[config.mk]
export PLATFORM = sky130hd
export DESIGN_NAME = tmr_triplicator
export DESIGN_NICKNAME = d
export VERILOG_FILES = /design/src/rtl/tmr_pkg.sv /design/src/rtl/tmr_lane_health.sv /design/src/rtl/tmr_triplicator.sv
export SDC_FILE = /design/constraint.sdc
export NUM_CORES = 1
export LEC_CHECK = 0
export CORE_ASPECT_RATIO = 0.5
export CORE_MARGIN = 3
export CORE_UTILIZATION = 35
export DETAILED_ROUTE_END_ITERATION = 16
export HOLD_SLACK_MARGIN = 0.08
export MAX_ROUTING_LAYER = met4
export PLACE_DENSITY = 0.59
export SYNTH_ARGS = -nofsm -noshare
export SYNTH_HDL_FRONTEND = slang
export SYNTH_SLANG_ARGS = --single-unit
[constraint.sdc]
create_clock -name clock -period 4.41 [get_ports clock]
set_input_delay 1.323 -clock clock [delete_from_list [all_inputs] [get_ports clock]]
set_output_delay 1.323 -clock clock [all_outputs]
set_load 0.1 [all_outputs]
[src/rtl/tmr_pkg.sv]
// Shared definitions for the TMR source path.
// Holds the lane index constants used on the injection port and the
// encoding of each lane's health FSM.
package tmr_pkg;

  localparam logic [1:0] LANE_A    = 2'd0;
  localparam logic [1:0] LANE_B    = 2'd1;
  localparam logic [1:0] LANE_C    = 2'd2;
  localparam logic [1:0] LANE_NONE = 2'd3;

  typedef enum logic [1:0] {
    OK      = 2'd0,
    SUSPECT = 2'd1,
    FAILED  = 2'd2
  } health_e;

endpackage

[src/rtl/tmr_lane_health.sv]
// Per-lane health tracker. It counts consecutive cycles in which the lane
// disagrees with the vote, and latches FAILED (sticky until reset) once the
// run reaches FAIL_THRESH.
// Ports:
//   clock      rising-edge clock
//   reset_n_in synchronous active-low reset
//   mis_x      lane disagrees with the majority this cycle
//   failed_x   lane has been declared failed (registered, sticky)
module tmr_lane_health
  import tmr_pkg::*;
#(
  parameter int unsigned FAIL_THRESH = 4
) (
  input  logic clock,
  input  logic reset_n_in,
  input  logic mis_x,
  output logic failed_x
);

  // The counter only ever has to hold values up to FAIL_THRESH-1.
  localparam int unsigned CW = (FAIL_THRESH > 2) ? $clog2(FAIL_THRESH) : 1;

  health_e       state, state_nxt;
  logic [CW-1:0] consec, consec_nxt;

  // State and run-length registers
  always_ff @(posedge clock) begin
    if (!reset_n_in) begin
      state    <= OK;
      consec   <= '0;
      failed_x <= 1'b0;
    end else begin
      state    <= state_nxt;
      consec   <= consec_nxt;
      failed_x <= (state_nxt == FAILED);
    end
  end

  // Next-state logic; the edge that sees the last tolerated mismatch fails the lane
  always_comb begin
    state_nxt  = state;
    consec_nxt = consec;
    case (state)
      OK, SUSPECT: begin
        if (mis_x) begin
          if (consec == CW'(FAIL_THRESH - 1)) begin
            state_nxt = FAILED;
          end else begin
            state_nxt  = SUSPECT;
            consec_nxt = consec + CW'(1);
          end
        end else begin
          state_nxt  = OK;
          consec_nxt = '0;
        end
      end
      FAILED: begin
        state_nxt = FAILED;
      end
      default: begin
        state_nxt  = OK;
        consec_nxt = '0;
      end
    endcase
  end

endmodule

[src/rtl/tmr_triplicator.sv]
// Source side of the TMR path: three copy registers of one value, a bitwise
// 2-of-3 vote, scrub-on-disagreement, per-lane health tracking, a saturating
// scrub counter and a test-only fault-injection port.
// Ports:
//   clock, reset_n_in          clock and synchronous active-low reset
//   d_in, load_in              value loaded into all lanes
//   inject_lane_in/mask_in     lane (3 = none) and bits XORed into its next value
//   a_out/b_out/c_out          lane registers
//   v_out                      majority of the lanes (from registers)
//   mismatch_out               some lane differs from v_out
//   lane_failed_out            sticky per-lane failure flags
//   fatal_out                  two or more lanes failed
//   scrub_count_out            saturating count of mismatch cycles
module tmr_triplicator
  import tmr_pkg::*;
#(
  parameter int unsigned WIDTH       = 8,
  parameter int unsigned FAIL_THRESH = 4,
  parameter int unsigned CNT_W       = 8
) (
  input  logic             clock,
  input  logic             reset_n_in,
  input  logic [WIDTH-1:0] d_in,
  input  logic             load_in,
  input  logic [1:0]       inject_lane_in,
  input  logic [WIDTH-1:0] inject_mask_in,
  output logic [WIDTH-1:0] a_out,
  output logic [WIDTH-1:0] b_out,
  output logic [WIDTH-1:0] c_out,
  output logic [WIDTH-1:0] v_out,
  output logic             mismatch_out,
  output logic [2:0]       lane_failed_out,
  output logic             fatal_out,
  output logic [CNT_W-1:0] scrub_count_out
);

  logic [2:0]       mis;
  logic [WIDTH-1:0] base_nxt;
  logic [WIDTH-1:0] a_nxt, b_nxt, c_nxt;

  // Vote and per-lane disagreement
  always_comb begin
    v_out        = (a_out & b_out) | (b_out & c_out) | (a_out & c_out);
    mis[0]       = |(a_out ^ v_out);
    mis[1]       = |(b_out ^ v_out);
    mis[2]       = |(c_out ^ v_out);
    mismatch_out = |mis;
  end

  // Load beats scrub beats hold; injection is applied on top of the chosen value.
  // When nothing is loaded or scrubbed all lanes agree, so v_out is the held value.
  always_comb begin
    base_nxt = load_in ? d_in : v_out;
    a_nxt    = (load_in || mismatch_out) ? base_nxt : a_out;
    b_nxt    = (load_in || mismatch_out) ? base_nxt : b_out;
    c_nxt    = (load_in || mismatch_out) ? base_nxt : c_out;
    if (inject_lane_in == LANE_A) a_nxt = a_nxt ^ inject_mask_in;
    if (inject_lane_in == LANE_B) b_nxt = b_nxt ^ inject_mask_in;
    if (inject_lane_in == LANE_C) c_nxt = c_nxt ^ inject_mask_in;
  end

  // Lane registers and scrub counter
  always_ff @(posedge clock) begin
    if (!reset_n_in) begin
      a_out           <= '0;
      b_out           <= '0;
      c_out           <= '0;
      scrub_count_out <= '0;
    end else begin
      a_out <= a_nxt;
      b_out <= b_nxt;
      c_out <= c_nxt;
      if (mismatch_out && (scrub_count_out != '1)) begin
        scrub_count_out <= scrub_count_out + CNT_W'(1);
      end
    end
  end

  tmr_lane_health #(.FAIL_THRESH(FAIL_THRESH)) u_health_a (
    .clock      (clock),
    .reset_n_in (reset_n_in),
    .mis_x      (mis[0]),
    .failed_x   (lane_failed_out[0])
  );

  tmr_lane_health #(.FAIL_THRESH(FAIL_THRESH)) u_health_b (
    .clock      (clock),
    .reset_n_in (reset_n_in),
    .mis_x      (mis[1]),
    .failed_x   (lane_failed_out[1])
  );

  tmr_lane_health #(.FAIL_THRESH(FAIL_THRESH)) u_health_c (
    .clock      (clock),
    .reset_n_in (reset_n_in),
    .mis_x      (mis[2]),
    .failed_x   (lane_failed_out[2])
  );

  // Two or more failed lanes leaves no trustworthy majority
  always_comb begin
    fatal_out = (lane_failed_out[0] & lane_failed_out[1]) |
                (lane_failed_out[1] & lane_failed_out[2]) |
                (lane_failed_out[0] & lane_failed_out[2]);
  end

endmodule
==> results by group, run 1 <==
Status
  – Run status: finished, final reports clean

Timing
  – RSZ-0062 raised after global routing: false
  – Hold Slack: about 460 ps
  – Slew @ Worst Pin: between 900 and 1000 ps
  – TNS Setup: 0 ps
  – Final setup margin: 637 ps
  – F_max: approximately 0.27 GHz
  – Worst Skew: just under 7 ps
  – Final min period: ~3800 ps
  – Final worst-path cycle share: 85.6%
  – Final setup vio count: 0
  – Final Slew Violations: 0
  – Final Hold Viols: 0
  – Slew HR: 33.2%

Logic synthesis
  – Sequential cell area fraction in the yosys report: 35.2%
  – Synthesized instance count: ~340
  – Fraction of registers with async set/reset: 0%
  – Post-synth EDFFs: 0
  – Ys flop type: dfxtp_1
  – Yosys top cell area share: 35.2%
  – Most frequent cells after synthesis: nor2_1, dfxtp_1, nand2_1, xnor2_1, a21oi_1
  – Post-synthesis cell area: 0.00268 mm²
  – Largest cells by area after synthesis: dfxtp_1, xnor2_1, nor2_1, nand2_1, a21oi_1
  – Syn nets: approximately 360
  – Synth warnings: 0
  – Top-count cell post-synth: nor2_1
  – Syn Area/Cell: approximately 8.0 µm²
  – Register bit total from synthesis: 47
  – Cell variety after synth: 48
  – Area leader, netlist: dfxtp_1

Hold path
  – Worst hold path type: flop to flop
  – Hold_sp: u_health_c.state[1]
  – Hold path endpoint: u_health_c.state[0]
  – Hold depth: 1

Pwr
  – IR drop worst, VDD: between 150 and 200 µV
  – LEAKAGE: 1.27 nW
  – Power density over the cells: about 420 mW/mm²

Routing
  – DRT Pass-1 Iters: 4
  – Vias: ~2600
  – Drt initial violations: 126
  – DR DRC count: 0
  – WL final: approximately 7.4 mm
  – Avg Vias per Cell: ~5.3
  – Post-DRT Antenna Nets: 0
  – Wire length per cell: between 15 and 20 µm

Worst setup path
  – Crit Reg-Reg Endpoint: scrub_count_out[0]
  – Critical Path RT: roughly 3000 ps
  – Reg-to-reg critical path startpoint: b_out[5]
  – Crit-path max FO: 8
  – Crit start category: flop
  – Reg2Reg Setup Slack: roughly 1800 ps
  – Reg2Reg Depth: 5
  – Worst Path Arrival: approximately 2500 ps
  – CP Class: flop to output port
  – CP endpoint kind: output port

Global route
  – GR Util met2: 29.0%
  – Vias in the first global route: around 2600
  – Met1 usage: between 20% and 30%
  – First-pass GRT wire length: 12.1 mm
  – Busiest grt layer: met2
  – Initial antenna violation count: 0
  – Total Routing Usage GR: ~18%
  – Grt total ovfl: 0
  – Pin count of the biggest net entering global routing: 17
  – Grt met3 use: 5.14%

Finish
  – Fill count: 692
  – Share of layout cells above drive strength 1: slightly below 8%
  – # diodes: 0
  – Area of the multi-input gates: ~0.0016 mm²
  – Fin nets: 421
  – Core Util, Final: around 50%
  – FF/Latch Area: roughly 940 µm²
  – Area growth syn-to-layout: 31.7%

Placement
  – Post-DP HPWL: roughly 5.6 mm
  – Placer congestion estimate: about 0.80
  – Number of I/O port buffers: 65
  – Pre-CTS setup slack: 885 ps

Clock network
  – Hold buffer count at CTS: 0
  – Clock latency at the later pin of the worst-skew pair: 290 ps
  – Clock-pin slew on the worst setup and hold paths: 70 ps
  – Post_cts resized: 0
  – Post-CTS Setup Inserts: 0
  – Max clock buf depth: 2
  – Clk sink count: 47
  – Root Driver: clkbuf_16
  – TritonCTS clock tree: built
  – H-tree depth: 2
  – TritonCTS Buffers: 5

Floorplanning
  – Chip Width: between 100 and 150 µm
  – Placeable Area: between 0.007 and 0.008 mm²
  – Top-Level Pins: 66
  – DIE AREA: between 0.008 and 0.009 mm²
  – Die Y: between 60 and 70 µm
  – Initial Utilization: 38.0%
  – # rows: 21

Flow run
  – Max cap viols: 0
[worst max-delay path by stage]
stage | from | endpoint | slack (ps) | cells after the start
after floorplan | b_out[5] | mismatch_out | 270 | 4
after global routing | c_out[1] | mismatch_out | 300 | 5
final | b_out[6] | mismatch_out | 640 | 5
after detailed placement | c_out[6] | mismatch_out | 880 | 5
after global placement | b_out[6] | mismatch_out | 1000 | 5
after CTS | b_out[6] | mismatch_out | 570 | 5
[through the flow]
step	cell area, µm²	cells	power, W
6_report	3520	489	0.00147
5_1_grt	3520	489	0.00154
4_1_cts	3520	489	0.00148
3_5_place_dp	3380	481	0.00109
3_3_place_gp	3380	481	0.00108
2_1_floorplan	2680	336	0.000955
[worst max-delay path, stage by stage (launching register included)]
cell	delay, ps
dfxtp_1	440
o21a_1	170
o22ai_1	120
nor4_1	690
nand3_1	390
buf_4	350
[area by class of cell]
class / count / area share [%]
multi-input cells: 269 / 46.5
flip-flops and latches: 47 / 26.7
repair buffers: 68 / 18.7
clock buffers: 5 / 3.55
well taps: 92 / 3.27
clock inverters: 3 / 0.674
inverters: 5 / 0.532
[cells in the final DEF, fill, tap and decap left out, drive strengths merged, types with 2 or more instances in the layout]
cell type	netlist	routed
nor3b	8	8
inv	5	6
mux2i	2	2
o211ai	5	5
a31oi	5	5
clkbuf	6	5
clkdlybuf4s50	0	60
nand2b	4	4
nor2b	4	4
clkinvlp	0	2
or4	3	3
o21a	8	8
nand3b	9	9
ha	4	4
a211oi	3	3
nor4	11	11
o31ai	4	4
xnor2	24	24
dfxtp	47	47
nor3	10	10
and3b	6	6
nand4	6	6
nor2	48	48
a21o	2	2
o21ai	4	4
nand3	5	5
or3b	8	8
or2	2	2
nand2	45	45
buf	9	8
a21oi	18	18
and3	3	3
and4	2	2
a41o	2	2
o22ai	3	3
[sequential cells by signal (all words and copies together) (netlist names)]
signal,cells
c_out,8
u_health_c.state,2
u_health_a.failed_x,1
u_health_a.consec,2
u_health_b.failed_x,1
scrub_count_out,8
u_health_c.consec,2
u_health_b.state,2
u_health_c.failed_x,1
b_out,8
u_health_b.consec,2
u_health_a.state,2
a_out,8
[report_power, final]
part | leakage, nW | internal [W] | switching, W
Sequential | 0.387 | 0.000473 | 0.0000588
Clock | 0.0664 | 0.000212 | 0.000171
Combinational | 0.814 | 0.000165 | 0.000388
[layer usage]
| metal | vias up | routed length [µm] |
|---|---|---|
| li1 | 1322 | - |
| met1 | 1190 | 3470 |
| met2 | 65 | 3390 |
| met3 | 9 | 477 |
| met4 | 0 | 65 |
| met5 | - | 0 |
[kinds of logic after synthesis]
logic type / Yosys count / share of synthesized area, %
AO/OA/AOI/OAI: 61 / 15.8
XOR/XNOR: 24 / 7.85
adder cells (fa/ha/maj): 5 / 2.24
buffers and inverters: 20 / 3.55
flip-flops: 47 / 35.2
multiplexers: 2 / 0.748
AND/OR/NAND/NOR: 177 / 34.7
(Power assumes the default switching activity.)
==> run 2, diff against run 1 <==
--- a/config.mk
+++ b/config.mk
@@ -8,6 +8,7 @@
 export CORE_ASPECT_RATIO = 0.5
 export CORE_MARGIN = 3
 export CORE_UTILIZATION = 35
+export CTS_BUF_LIST = sky130_fd_sc_hd__clkbuf_4 sky130_fd_sc_hd__clkbuf_8 sky130_fd_sc_hd__clkbuf_16
 export DETAILED_ROUTE_END_ITERATION = 16
 export HOLD_SLACK_MARGIN = 0.08
 export MAX_ROUTING_LAYER = met4
==> results of run 2 <==
The final DEF is identical to that of run 1; final timing and power are the same.
